### src/rtl/uart_recv.sv
// 8N1 UART receiver with 2-FF input synchronizer and 3-sample majority vote.
// Bit period is chosen per frame from baud and held until the frame ends.
module uart_recv (
  input  logic       clk_50mhz,
  input  logic       rst,
  input  logic [2:0] baud,
  input  logic       rx,
  output logic [7:0] data,
  output logic       rx_done,
  output logic       rx_state,
  output logic       frame_err
);

  typedef enum logic [1:0] {
    IDLE,
    START,
    DATA,
    STOP
  } state_e;

  logic        rx_meta_q;
  logic        rx_s_q;
  logic        rx_prev_q;
  logic [1:0]  fill_q, fill_d;
  logic        arm_q, arm_d;
  state_e      state_q, state_d;
  logic [12:0] cnt_q, cnt_d;
  logic [12:0] t_q, t_d;
  logic [1:0]  v_q, v_d;
  logic [2:0]  bit_q, bit_d;
  logic [7:0]  shift_q, shift_d;
  logic [7:0]  data_q, data_d;
  logic        done_q, done_d;
  logic        err_q, err_d;

  logic [12:0] t_sel;
  logic [12:0] h;
  logic [12:0] h_m1;
  logic [12:0] h_p1;
  logic        start_edge;
  logic        vote;
  logic        wrap;
  logic        at_vote;

  always_comb begin
    case (baud)
      3'd1:    t_sel = 13'd2603;
      3'd2:    t_sel = 13'd1301;
      3'd3:    t_sel = 13'd867;
      3'd4:    t_sel = 13'd433;
      default: t_sel = 13'd5207;
    endcase
  end

  assign h       = {1'b0, t_q[12:1]};
  assign h_m1    = h - 13'd1;
  assign h_p1    = h + 13'd1;
  assign wrap    = (cnt_q == t_q);
  assign at_vote = (cnt_q == h_p1);
  assign vote    = (v_q[0] & v_q[1])
                 | (v_q[0] & rx_s_q)
                 | (v_q[1] & rx_s_q);

  // Edges count only once a real high has come out of the synchronizer,
  // so a line held low through reset cannot fake a start bit.
  assign fill_d     = (fill_q == 2'd2) ? fill_q : fill_q + 2'd1;
  assign arm_d      = arm_q | ((fill_q == 2'd2) & rx_s_q);
  assign start_edge = arm_q & rx_prev_q & ~rx_s_q;

  always_comb begin
    state_d = state_q;
    cnt_d   = cnt_q;
    t_d     = t_q;
    v_d     = v_q;
    bit_d   = bit_q;
    shift_d = shift_q;
    data_d  = data_q;
    done_d  = 1'b0;
    err_d   = 1'b0;
    if (state_q != IDLE) begin
      cnt_d = wrap ? 13'd0 : cnt_q + 13'd1;
      if (cnt_q == h_m1) v_d[0] = rx_s_q;
      if (cnt_q == h)    v_d[1] = rx_s_q;
    end
    unique case (state_q)
      IDLE: begin
        cnt_d = 13'd0;
        if (start_edge) begin
          state_d = START;
          t_d     = t_sel;
        end
      end
      START: begin
        if (at_vote && vote) begin
          state_d = IDLE;
          cnt_d   = 13'd0;
        end else if (wrap) begin
          state_d = DATA;
          bit_d   = 3'd0;
        end
      end
      DATA: begin
        if (at_vote) shift_d = {vote, shift_q[7:1]};
        if (wrap) begin
          if (bit_q == 3'd7) state_d = STOP;
          else               bit_d   = bit_q + 3'd1;
        end
      end
      STOP: begin
        if (at_vote) begin
          state_d = IDLE;
          cnt_d   = 13'd0;
          if (vote) begin
            data_d = shift_q;
            done_d = 1'b1;
          end else begin
            err_d = 1'b1;
          end
        end
      end
    endcase
  end

  always_ff @(posedge clk_50mhz) begin
    if (rst) begin
      rx_meta_q <= 1'b1;
      rx_s_q    <= 1'b1;
      rx_prev_q <= 1'b1;
      fill_q    <= 2'd0;
      arm_q     <= 1'b0;
      state_q   <= IDLE;
      cnt_q     <= 13'd0;
      t_q       <= 13'd5207;
      v_q       <= 2'b00;
      bit_q     <= 3'd0;
      shift_q   <= 8'h00;
      data_q    <= 8'h00;
      done_q    <= 1'b0;
      err_q     <= 1'b0;
    end else begin
      rx_meta_q <= rx;
      rx_s_q    <= rx_meta_q;
      rx_prev_q <= rx_s_q;
      fill_q    <= fill_d;
      arm_q     <= arm_d;
      state_q   <= state_d;
      cnt_q     <= cnt_d;
      t_q       <= t_d;
      v_q       <= v_d;
      bit_q     <= bit_d;
      shift_q   <= shift_d;
      data_q    <= data_d;
      done_q    <= done_d;
      err_q     <= err_d;
    end
  end

  assign data      = data_q;
  assign rx_done   = done_q;
  assign frame_err = err_q;
  assign rx_state  = (state_q != IDLE);

endmodule
### config.mk
export PLATFORM = sky130hd
export DESIGN_NAME = uart_recv
export DESIGN_NICKNAME = d
export VERILOG_FILES = /design/src/rtl/uart_recv.sv
export SDC_FILE = /design/constraint.sdc
export NUM_CORES = 1
export LEC_CHECK = 0
export ABC_CLOCK_PERIOD_IN_PS = 3150
export BUFFER_PORTS_ARGS = -buffer_cell sky130_fd_sc_hd__buf_2
export CORE_ASPECT_RATIO = 0.8
export CORE_MARGIN = 2
export CORE_UTILIZATION = 40
export CTS_CLUSTER_SIZE = 14
export DETAILED_ROUTE_END_ITERATION = 7
export PLACE_DENSITY = 0.52
export SYNTH_ARGS = -nofsm -noshare
export SYNTH_HDL_FRONTEND = slang
export SYNTH_SLANG_ARGS = --single-unit
### constraint.sdc
create_clock -name clk_50mhz -period 3.15 [get_ports clk_50mhz]
set_input_delay 0.63 -clock clk_50mhz [delete_from_list [all_inputs] [get_ports clk_50mhz]]
set_output_delay 0.63 -clock clk_50mhz [all_outputs]
set_load 0.01 [all_outputs]
==> results.md, run 1 <==
* Final antenna diode count at 0
* Wire length reported by the detailed router at ~8300 um
* Clk buf depth at 2
* Layout overhead on the synthesized area at 7.23%
* Number of synthesized register bits at 54
* Worst-Skew Late Latency at 310 ps
* Grt total ovfl at 0
* Synth Warn # at 0
* Rows at 30
* Highest-count cells in the layout ignoring fill and taps: sky130_fd_sc_hd__dfxtp_1, sky130_fd_sc_hd__nor2_1, sky130_fd_sc_hd__nand2b_1, sky130_fd_sc_hd__xor2_1, sky130_fd_sc_hd__nand2_1
* Pins Over Slew Limit at 0
* TritonCTS Buffers at 5
* Post-Syn Instances at 410
* Starting density of the core at 0.408
* Post-CTS Hold Fix Bufs at 0
* Worst IR Drop VDD at ~0.19 mV
* Pin count of the biggest net entering global routing at 36
* Fraction of registers with async set or reset after synthesis at 0
* Post-DP HPWL at 6150 um
* Die extent in y at 86.8 um
* Final period demand of the worst path at 2650 ps
* Vias after detailed routing at 2880
* Max Cap Viol at 0
* Outcome: complete, no violations
* Number of detailed-routing iterations run before antenna repair at 5
* Area of the placeable core at 8410 um^2
* Synth Net Count at 422
* CTS HTree Levels at 2
* Final TNS setup at 0 ps
* Final weighted congestion in routability-driven placement at 0.900
* Worst rel slew slack at 0.588
* CTS resizes at 0
* Antenna violation net count after detailed routing at 0
* Worst Clk Skew at 10.6 ps
* Count of boundary I/O pins at 17
* Critical Path Fanout Max at 13
* Distinct cell type count after synthesis at 60
* Hold WC Path Type: flop to flop
* Synthesized cell area at 3430 um^2
* WS Path Type: flop to flop
* Timing-limited maximum frequency at 0.377 GHz
* TritonCTS clock tree: built
* Clk sinks at 54
* Power, Total at 1.36 mW
* Part of the cycle the worst path needs at 0.843
* Vias per cell at 5.51
* Die width at 107 um
* Global routing usage summed across all routing layers at 0.183
* Number of antenna violations at the first check in global routing at 0
* Endpoint type of the worst setup path: flop
* DIE AREA at between 9000 and 10000 um^2
* Fraction of final layout cells sized beyond drive strength 1 at 0.117
* I/O Buffers at 16
* # fillers at 864
* Total power density per cell area at 369 nW/um^2
* Arrival time at the worst endpoint at 2840 ps
* Nature of the critical path startpoint: flop
* Count of nets after finishing at 422
* Drt drc at 0
* Average detailed-routed wire length per instance at 15.8 um
* Sequential cell area fraction in the yosys report at 0.315
* Cell at the root of the clock tree: sky130_fd_sc_hd__clkbuf_8
* Most frequently used flop master after synthesis: sky130_fd_sc_hd__dfxtp_1
* Final hold violation count at 0
* Vias in the first global route at 2556
* Starting DRC count in detailed routing at between 150 and 200
* Clock-pin transition on the worst setup and hold timing paths at 100 ps
* Global-route wire length before repair at 13600 um
* Setup repair after global routing missed its margin: false
* Transition at the pin with the smallest max-transition slack at ~610 ps
* Worst EP required at 3330 ps
* Number of enable flip-flop cells after synthesis at 0
* Setup violation total in the final timing report at 0
* Post-Synthesis Mean Instance Area at 8.36 um^2
* Leading cell type in the layout, fill and taps excluded: sky130_fd_sc_hd__dfxtp_1
* Total setup buffers inserted after CTS at 0
* Leakage power total at 1.41 nW
synth_stat cells (12+ instances only):
library cell               instances  area share
sky130_fd_sc_hd__dfxtp_1          54        0.32
sky130_fd_sc_hd__clkbuf_1         19       0.021
sky130_fd_sc_hd__nor2_1           38       0.042
sky130_fd_sc_hd__nand3_1          12       0.018
sky130_fd_sc_hd__xor2_1           22       0.056
sky130_fd_sc_hd__xnor2_1          19       0.049
sky130_fd_sc_hd__mux2i_1          18       0.053
sky130_fd_sc_hd__a21oi_1          17       0.025
sky130_fd_sc_hd__inv_1            12       0.013
sky130_fd_sc_hd__nand2b_1         31       0.057
sky130_fd_sc_hd__nor4_1           17       0.031
sky130_fd_sc_hd__nand2_1          21       0.023
sky130_fd_sc_hd__o21ai_0          12       0.018
per-stage QoR:
step	setup slack, ps	hold slack [ps]	cells	cell area (um^2)	util
finish	496	423	523	3670	0.437
global placement	641	397	515	3560	0.424
floorplan	638	389	410	3430	-
CTS	515	424	523	3670	0.437
global route	255	453	523	3670	0.437
detailed placement	513	399	515	3560	0.424
state kept, by name, indices dropped and copies added (netlist names), 2 cells and up, named ones only:
name	count
cnt_q	13
t_q	10
data	8
shift_q	8
bit_q	3
fill_q	2
v_q	2
area by class of cell:
type | count | area, um^2 | share of cell area
Multi-Input combinational cell | 312 | 2150 | 0.584
Sequential cell | 54 | 1080 | 0.294
Timing Repair Buffer | 25 | 148 | 0.0402
Tap cell | 112 | 140 | 0.0381
Clock buffer | 5 | 68.8 | 0.0187
Clock inverter | 3 | 45.0 | 0.0123
Inverter | 12 | 45.0 | 0.0123
path summary, 6_finish.rpt:
| path | start | endpoint | slack [ps] | depth (start not counted) |
|---|---|---|---|---|
| worst max-delay path | t_q[1]$_SDFFE_PP1P_ | cnt_q[11]$_SDFF_PP0_ | 500 | 7 |
| worst min-delay path | rx_meta_q$_SDFF_PP1_ | rx_s_q$_SDFF_PP1_ | 420 | 1 |
| worst max register to register | t_q[1]$_SDFFE_PP1P_ | cnt_q[11]$_SDFF_PP0_ | 500 | 7 |
| worst min register to register | rx_meta_q$_SDFF_PP1_ | rx_s_q$_SDFF_PP1_ | 420 | 1 |
where the power goes:
group / internal, mW / switching, mW / leakage [nW] / total, mW
Combinational: 0.0618 / 0.0799 / 0.921 / 0.142
Sequential: 0.709 / 0.0247 / 0.437 / 0.733
Clock: 0.237 / 0.246 / 0.0504 / 0.483
Total: 1.01 / 0.350 / 1.41 / 1.36
kinds of logic after synthesis:
family | Yosys count | share of synthesized area
fa+ha+maj | 7 | 0.0248
xor+xnor | 41 | 0.105
mux | 19 | 0.0591
flops | 54 | 0.315
buf+inv | 44 | 0.0580
compound gates | 61 | 0.121
simple gates | 184 | 0.317
per-layer routing:
metal	up-vias	GRT usage	part of all wire
met2	61	0.287	0.44
met3	6	0.0271	0.036
met4	0	0.0303	0.0065
met1	1358	0.269	0.51
li1	1455	-	-
met5	-	0	0
worst max-delay path, stage by stage (launching register included):
cell and delay [ps]:
sky130_fd_sc_hd__dfxtp_1 550, sky130_fd_sc_hd__ha_1 320, sky130_fd_sc_hd__nand3_1 180, sky130_fd_sc_hd__or4_1 500, sky130_fd_sc_hd__o21ai_0 140, sky130_fd_sc_hd__a21boi_4 370
sky130_fd_sc_hd__and4_4 390, sky130_fd_sc_hd__nor4_1 70
Note: power is estimated with default switching activity, not from simulation.
==> run 2: changes to the inputs <==
--- a/config.mk
+++ b/config.mk
@@ -5,14 +5,14 @@
 export SDC_FILE = /design/constraint.sdc
 export NUM_CORES = 1
 export LEC_CHECK = 0
-export ABC_CLOCK_PERIOD_IN_PS = 3150
+export ABC_CLOCK_PERIOD_IN_PS = 2400
 export BUFFER_PORTS_ARGS = -buffer_cell sky130_fd_sc_hd__buf_2
 export CORE_ASPECT_RATIO = 0.8
 export CORE_MARGIN = 2
 export CORE_UTILIZATION = 40
 export CTS_CLUSTER_SIZE = 14
 export DETAILED_ROUTE_END_ITERATION = 7
-export PLACE_DENSITY = 0.52
+export PLACE_DENSITY = 0.54
 export SYNTH_ARGS = -nofsm -noshare
 export SYNTH_HDL_FRONTEND = slang
 export SYNTH_SLANG_ARGS = --single-unit
==> constraint.sdc (replaced) <==
create_clock -name clk_50mhz -period 2.4 [get_ports clk_50mhz]
set_input_delay 0.48 -clock clk_50mhz [delete_from_list [all_inputs] [get_ports clk_50mhz]]
set_output_delay 0.48 -clock clk_50mhz [all_outputs]
set_load 0.01 [all_outputs]
==> results.md, run 2 (synthesis results as in run 1) <==
* Post-DP HPWL at 6290 um (+2.3%)
* Worst setup startpoint: t_q[10]$_SDFFE_PP1P_
* Number of antenna violations at the first check in global routing at 0 (unchanged)
* Final hold violation count at 0 (unchanged)
* I/O Buffers at 16 (unchanged)
* Final antenna diode count at 0 (unchanged)
* Grt total ovfl at 0 (unchanged)
* Leading cell type in the layout, fill and taps excluded: sky130_fd_sc_hd__dfxtp_1
* Worst-Skew Late Latency at 310 ps (about the same)
* Final TNS setup at 0 ps (unchanged)
* Power, Total at 1.66 mW (+22%)
* Clk buf depth at 2 (unchanged)
* Arrival time at the worst endpoint at 2520 ps (-320 ps)
* Die extent in y at 86.8 um (unchanged)
* Count of nets after finishing at 448 (+6.2%)
* Worst EP required at 2630 ps (-700 ps)
* Global-route wire length before repair at 13800 um (+1.5%)
* Final weighted congestion in routability-driven placement at 0.962 (+6.9%)
* Vias in the first global route at 2629 (+2.9%)
* Worst rel slew slack at 0.567 (-0.0218)
* Highest-count cells in the layout ignoring fill and taps: sky130_fd_sc_hd__dfxtp_1, sky130_fd_sc_hd__nor2_1, sky130_fd_sc_hd__buf_4, sky130_fd_sc_hd__nand2b_1
* Hold WC Path Type: primary input to flop
* Timing-limited maximum frequency at 0.436 GHz (+16%)
* Layout overhead on the synthesized area at 14.1%
* Part of the cycle the worst path needs at 0.956 (+0.114)
* Endpoint of the lowest-slack register-to-register path: cnt_q[11]$_SDFF_PP0_
* Setup Slack @ Placement at 8.67 ps (-504 ps)
* Average detailed-routed wire length per instance at 15.4 um (-2.4%)
* TritonCTS clock tree: built
* Worst Clk Skew at 13.5 ps (+2.93 ps)
* Core occupancy in the finished layout at 0.465 (+0.0281)
* Clk sinks at 54 (unchanged)
* Vias after detailed routing at 2969 (+3.1%)
* Antenna violation net count after detailed routing at 0 (unchanged)
* Critical R2R Launch: t_q[10]$_SDFFE_PP1P_
* Detailed route wirelength on metal3 at 472 um (+59%)
* Endpoint type of the worst setup path: flop
* Total power density per cell area at 424 nW/um^2 (+15%)
* Wire length reported by the detailed router at 8460 um (+2.5%)
* Die width at 107 um (unchanged)
* Nature of the critical path startpoint: flop
* Drt drc at 0 (unchanged)
* Setup ws final at 105 ps (-391 ps)
* Clock-pin transition on the worst setup and hold timing paths at 100 ps (about the same)
* Setup violation total in the final timing report at 0 (unchanged)
* Worst Reg2Reg Path Length in Cells at 8 (+1)
* Pins Over Slew Limit at 0 (unchanged)
* Leakage power total at 1.55 nW (+10%)
* TritonCTS Buffers at 5 (unchanged)
* Global routing usage summed across all routing layers at 0.186 (+0.00308)
* Max Used Layer: met4
* Worst setup path end: cnt_q[11]$_SDFF_PP0_
* Pin count of the biggest net entering global routing at 36 (unchanged)
* Final period demand of the worst path at 2290 ps (-359 ps)
* Vias per cell at 5.41 (-1.8%)
* Critical Path Fanout Max at 14 (+1)
* Worst IR Drop VDD at 0.230 mV (+20%)
* Routed metal-1 wire length at 4440 um (+5.0%)
* Top Registers: cnt_q: 13 flops, t_q: 10 flops
* WS Path Type: flop to flop
* Flip-flop count of the largest register after layout at 13 (unchanged)
* Cell at the root of the clock tree: sky130_fd_sc_hd__clkbuf_8
* Area of the placeable core at 8410 um^2 (unchanged)
* Reg2reg setup slack at 110 ps (-390 ps)
* Top reg by flops: cnt_q
* Outcome: complete, no violations
* Rows at 30 (unchanged)
* DIE AREA at 9330 um^2 (unchanged)
* Starting DRC count in detailed routing at 211 (+8.8%)
* Max Cap Viol at 0 (unchanged)
* Worst hold slack at 357 ps (-66.1 ps)
* Starting density of the core at 0.408 (unchanged)
* Transition at the pin with the smallest max-transition slack at 641 ps (+32.3 ps)
* Number of detailed-routing iterations run before antenna repair at 5 (unchanged)
* CTS HTree Levels at 2 (unchanged)
* Met2 WL post-DR at 3400 um (-7.5%)
* Count of boundary I/O pins at 17 (unchanged)
* Fraction of final layout cells sized beyond drive strength 1 at 0.190 (+0.0731)
==> run 2: cell count changes in the layout (fill, tap and decap cells not counted), sizes merged <==
cell      before  now
clkinvlp       2    0
buf           25   50
clkinv         0    2
and4           4    5
clkbuf         5    6
bufinv         1    0
==> run 2: worst max-delay path: stages, from the launching register on <==
cell                       delay (ps)
sky130_fd_sc_hd__dfxtp_2          380
sky130_fd_sc_hd__buf_4            220
sky130_fd_sc_hd__nand4_1          200
sky130_fd_sc_hd__or3_1            390
sky130_fd_sc_hd__a31oi_1          300
sky130_fd_sc_hd__a211oi_2          60
sky130_fd_sc_hd__buf_4            170
sky130_fd_sc_hd__and4_2           280
sky130_fd_sc_hd__nor4_1           220
==> run 2: layout make-up <==
class / instances / area, um^2
Tap cell: 112 / 140
Clock inverter: 2 / 13.8
Sequential cell: 54 / 1080
Fill cell: 833 / 4500
Timing Repair Buffer: 50 / 339
Inverter: 12 / 45.0
Clock buffer: 6 / 72.6
Multi-Input combinational cell: 313 / 2220
==> run 2: per-layer routing <==
layer,track usage,vias to the layer above
met2,0.256,74
met1,0.286,1369
met3,0.0391,15
met4,0.0548,0
li1,-,1511
met5,0,-
==> run 2: stage by stage <==
step | instance area (um^2) | instances
global route | 3910 | 549
detailed placement | 3750 | 538
floorplan | 3450 | 410
global placement | 3750 | 538
CTS | 3830 | 546
finish | 3910 | 549
==> run 2: worst min path at each step <==
| stage | start | end | slack [ps] | depth (start not counted) |
|---|---|---|---|---|
| floorplan | rx_meta_q$_SDFF_PP1_ | rx_s_q$_SDFF_PP1_ | 390 | 1 |
| global placement | rx_meta_q$_SDFF_PP1_ | rx_s_q$_SDFF_PP1_ | 400 | 1 |
| detailed placement | rx_meta_q$_SDFF_PP1_ | rx_s_q$_SDFF_PP1_ | 400 | 1 |
| CTS | rx | rx_meta_q$_SDFF_PP1_ | 350 | 2 |
| global route | rx | rx_meta_q$_SDFF_PP1_ | 350 | 2 |
| finish | rx | rx_meta_q$_SDFF_PP1_ | 360 | 2 |
==> run 2: where the power goes <==
part | internal [mW] | switching [mW] | total [mW] | leakage [nW]
clock | 0.207 | 0.291 | 0.498 | 0.0452
sequential | 0.930 | 0.0258 | 0.956 | 0.435
combinational | 0.0924 | 0.114 | 0.206 | 1.07
==> run 2: timing repair <==
item	in CTS	in global routing
setup buffers	0	2
hold buffers	0	0
endpoints found under the setup margin	0	36
resized for setup	0	10
==> run 3: changes to the inputs <==
--- a/config.mk
+++ b/config.mk
@@ -5,14 +5,14 @@
 export SDC_FILE = /design/constraint.sdc
 export NUM_CORES = 1
 export LEC_CHECK = 0
-export ABC_CLOCK_PERIOD_IN_PS = 2400
+export ABC_CLOCK_PERIOD_IN_PS = 2500
 export BUFFER_PORTS_ARGS = -buffer_cell sky130_fd_sc_hd__buf_2
 export CORE_ASPECT_RATIO = 0.8
 export CORE_MARGIN = 2
 export CORE_UTILIZATION = 40
 export CTS_CLUSTER_SIZE = 14
 export DETAILED_ROUTE_END_ITERATION = 7
-export PLACE_DENSITY = 0.54
+export PLACE_DENSITY = 0.52
 export SYNTH_ARGS = -nofsm -noshare
 export SYNTH_HDL_FRONTEND = slang
 export SYNTH_SLANG_ARGS = --single-unit
==> constraint.sdc (replaced) <==
create_clock -name clk_50mhz -period 2.5 [get_ports clk_50mhz]
set_input_delay 0.5 -clock clk_50mhz [delete_from_list [all_inputs] [get_ports clk_50mhz]]
set_output_delay 0.5 -clock clk_50mhz [all_outputs]
set_load 0.01 [all_outputs]
==> results.md, run 3 (synthesis results as in run 1) <==
* Antenna violation net count after detailed routing at 0 (unchanged)
* DIE AREA at 9330 um^2 (unchanged)
* Worst Reg2Reg Path Length in Cells at 8 (unchanged)
* Global routing usage summed across all routing layers at 0.194 (+0.00880)
* Global-route wire length before repair at 14400 um (+4.2%)
* Hold-critical path depth at 2 (unchanged)
* CTS HTree Levels at 2 (unchanged)
* Number of detailed-routing iterations run before antenna repair at 5 (unchanged)
* Cell at the root of the clock tree: sky130_fd_sc_hd__clkbuf_8
* Reg2reg setup slack at 160 ps (+50 ps)
* Clock-pin transition on the worst setup and hold timing paths at 110 ps (about the same)
* Final weighted congestion in routability-driven placement at 0.948 (-1.5%)
* Average detailed-routed wire length per instance at 15.5 um (+0.51%)
* Cell Chain, Critical Path: ha_1, nand3_1, buf_4, nor4b_1, a2bb2oi_1, a21oi_2, nand4_4, mux2i_1
* Clk sinks at 54 (unchanged)
* Drt drc at 0 (unchanged)
* Count of boundary I/O pins at 17 (unchanged)
* Starting DRC count in detailed routing at 153 (-27%)
* Post-DP HPWL at 6480 um (+3.0%)
* Leading cell type in the layout, fill and taps excluded: sky130_fd_sc_hd__dfxtp_1
* Hold WC Path Type: primary input to flop
* Worst rel slew slack at 0.574 (+0.00746)
* Rows at 30 (unchanged)
* Pin count of the biggest net entering global routing at 26 (-28%)
* Delay of the slowest critical-path stage at 390 ps (about the same)
* Nature of the critical path startpoint: flop
* Total power density per cell area at 433 nW/um^2 (+2.0%)
* Highest-count cells in the layout ignoring fill and taps: sky130_fd_sc_hd__dfxtp_1, sky130_fd_sc_hd__nor2_1, sky130_fd_sc_hd__nand2b_1, sky130_fd_sc_hd__buf_4, sky130_fd_sc_hd__xor2_1
* Wire length reported by the detailed router at 8430 um (-0.40%)
* Transition at the pin with the smallest max-transition slack at 637 ps (-3.76 ps)
* Post-CTS Hold Fix Bufs at 0 (unchanged)
* Final TNS setup at 0 ps (unchanged)
* Critical Path Fanout Max at 8 (-6)
* Starting density of the core at 0.408 (unchanged)
* Vias after detailed routing at 2939 (-1.0%)
* Worst EP required at 2710 ps (+80 ps)
* Top reg by flops: cnt_q
* Outcome: complete, no violations
* Endpoint of the worst hold path: rx_meta_q$_SDFF_PP1_
* Library cell contributing the largest single delay on the critical path: sky130_fd_sc_hd__a21oi_2
* Setup violation total in the final timing report at 0 (unchanged)
* Number of antenna violations at the first check in global routing at 0 (unchanged)
* Fraction of final layout cells sized beyond drive strength 1 at 0.164 (-0.0256)
* Setup repair after global routing missed its margin: false
* Hold Crit Start: rx
* Final period demand of the worst path at 2340 ps (+46.9 ps)
* Final antenna diode count at 0 (unchanged)
* Flip-flop count of the largest register after layout at 13 (unchanged)
* Clk buf depth at 2 (unchanged)
* Layout overhead on the synthesized area at 11.4%
* Critical R2R Launch: t_q[10]$_SDFFE_PP1P_
* Endpoint type of the worst setup path: flop
* Arrival time at the worst endpoint at 2550 ps (+30 ps)
* Timing-limited maximum frequency at 0.427 GHz (-2.0%)
* Die width at 107 um (unchanged)
* # fillers at 869 (+4.3%)
* Pins Over Slew Limit at 0 (unchanged)
* Worst Clk Skew at 4.90 ps (-8.61 ps)
* WS Path Type: flop to flop
* Final hold violation count at 0 (unchanged)
* Endpoint of the lowest-slack register-to-register path: data[7]$_SDFFE_PP0P_
* Vias in the first global route at 2836 (+7.9%)
* Max Cap Viol at 0 (unchanged)
* TritonCTS clock tree: built
* Worst-Skew Late Latency at 320 ps (about the same)
* TritonCTS Buffers at 5 (unchanged)
* Vias per cell at 5.40 (-0.10%)
* Area of the placeable core at 8410 um^2 (unchanged)
* Grt total ovfl at 0 (unchanged)
* I/O Buffers at 16 (unchanged)
* Worst IR Drop VDD at 0.247 mV (+7.3%)
* Top Registers: cnt_q: 13 flops, t_q: 10 flops
* Die extent in y at 86.8 um (unchanged)
* Count of nets after finishing at 443 (-1.1%)
* Worst hold slack at 356 ps (-0.270 ps)
* Leakage power total at 1.51 nW (-2.6%)
* Part of the cycle the worst path needs at 0.937 (-0.0195)
run 3: cell count changes in the layout (fill, tap and decap cells not counted), sizes merged:
cell / change
buf: -4
clkbuf: -1
and4: -1
inv: +1
run 3: final cells by class:
cell class              instances  area (um^2)  area share
clock buffers                   5         68.8      0.0180
clock inverters                 3         28.8     0.00754
inverters                      12         45.0      0.0118
multi-input cells             312         2150       0.562
flip-flops and latches         54         1080       0.284
well taps                     112          140      0.0367
repair buffers                 46          305      0.0799
run 3: repair_timing:
action                                  4_1_cts  5_1_grt
gates resized for setup                       0        3
endpoints found under the setup margin        0        7
setup buffers                                 0        0
endpoints found under the hold margin         0        0
run 3: metal layers:
| metal | vias to the layer above | GRT usage | routed length [um] | share of wire |
|---|---|---|---|---|
| met4 | 0 | 0.0688 | 104 | 0.012 |
| met2 | 56 | 0.296 | 3750 | 0.44 |
| met5 | - | 0 | 0 | 0 |
| met3 | 6 | 0.0346 | 375 | 0.044 |
| li1 | 1494 | - | - | - |
| met1 | 1383 | 0.277 | 4200 | 0.50 |
run 3: worst max path at each step:
stage	start	to	slack, ps	depth (start not counted)
floorplan	t_q[10]$_SDFFE_PP1P_	cnt_q[10]$_SDFF_PP0_	5	11
global placement	t_q[4]$_SDFFE_PP1P_	v_q[0]$_SDFFE_PP0P_	150	7
detailed placement	t_q[4]$_SDFFE_PP1P_	v_q[0]$_SDFFE_PP0P_	130	7
CTS	t_q[4]$_SDFFE_PP1P_	v_q[0]$_SDFFE_PP0P_	100	7
global route	t_q[10]$_SDFFE_PP1P_	cnt_q[10]$_SDFF_PP0_	30	9
finish	t_q[10]$_SDFFE_PP1P_	data[7]$_SDFFE_PP0P_	160	8
run 3: power breakdown:
group	internal, mW	leakage, nW	switching [mW]
clock network	0.209	0.0502	0.331
logic	0.0877	1.02	0.108
registers	0.893	0.437	0.0255
total	1.19	1.51	0.465
run 3: critical path, delay by kind of cell (launching register included):
family                   cells  cell delay [ps]
AND/OR/NAND/NOR              3              710
adder cells (fa/ha/maj)      1              220
buffers and inverters        1              180
AO/OA/AOI/OAI                2              530
multiplexers                 1              190
flip-flops                   1              380
run 3: through the flow:
step / std cells / total power, mW / util / cell area [um^2] / setup WS, ps
floorplan: 410 / 1.08 / - / 3430 / 5.41
global placement: 536 / 1.13 / 0.442 / 3720 / 148
detailed placement: 536 / 1.13 / 0.442 / 3720 / 131
CTS: 544 / 1.67 / 0.454 / 3820 / 99.8
global route: 544 / 1.73 / 0.454 / 3820 / 25.3
finish: 544 / 1.65 / 0.454 / 3820 / 158
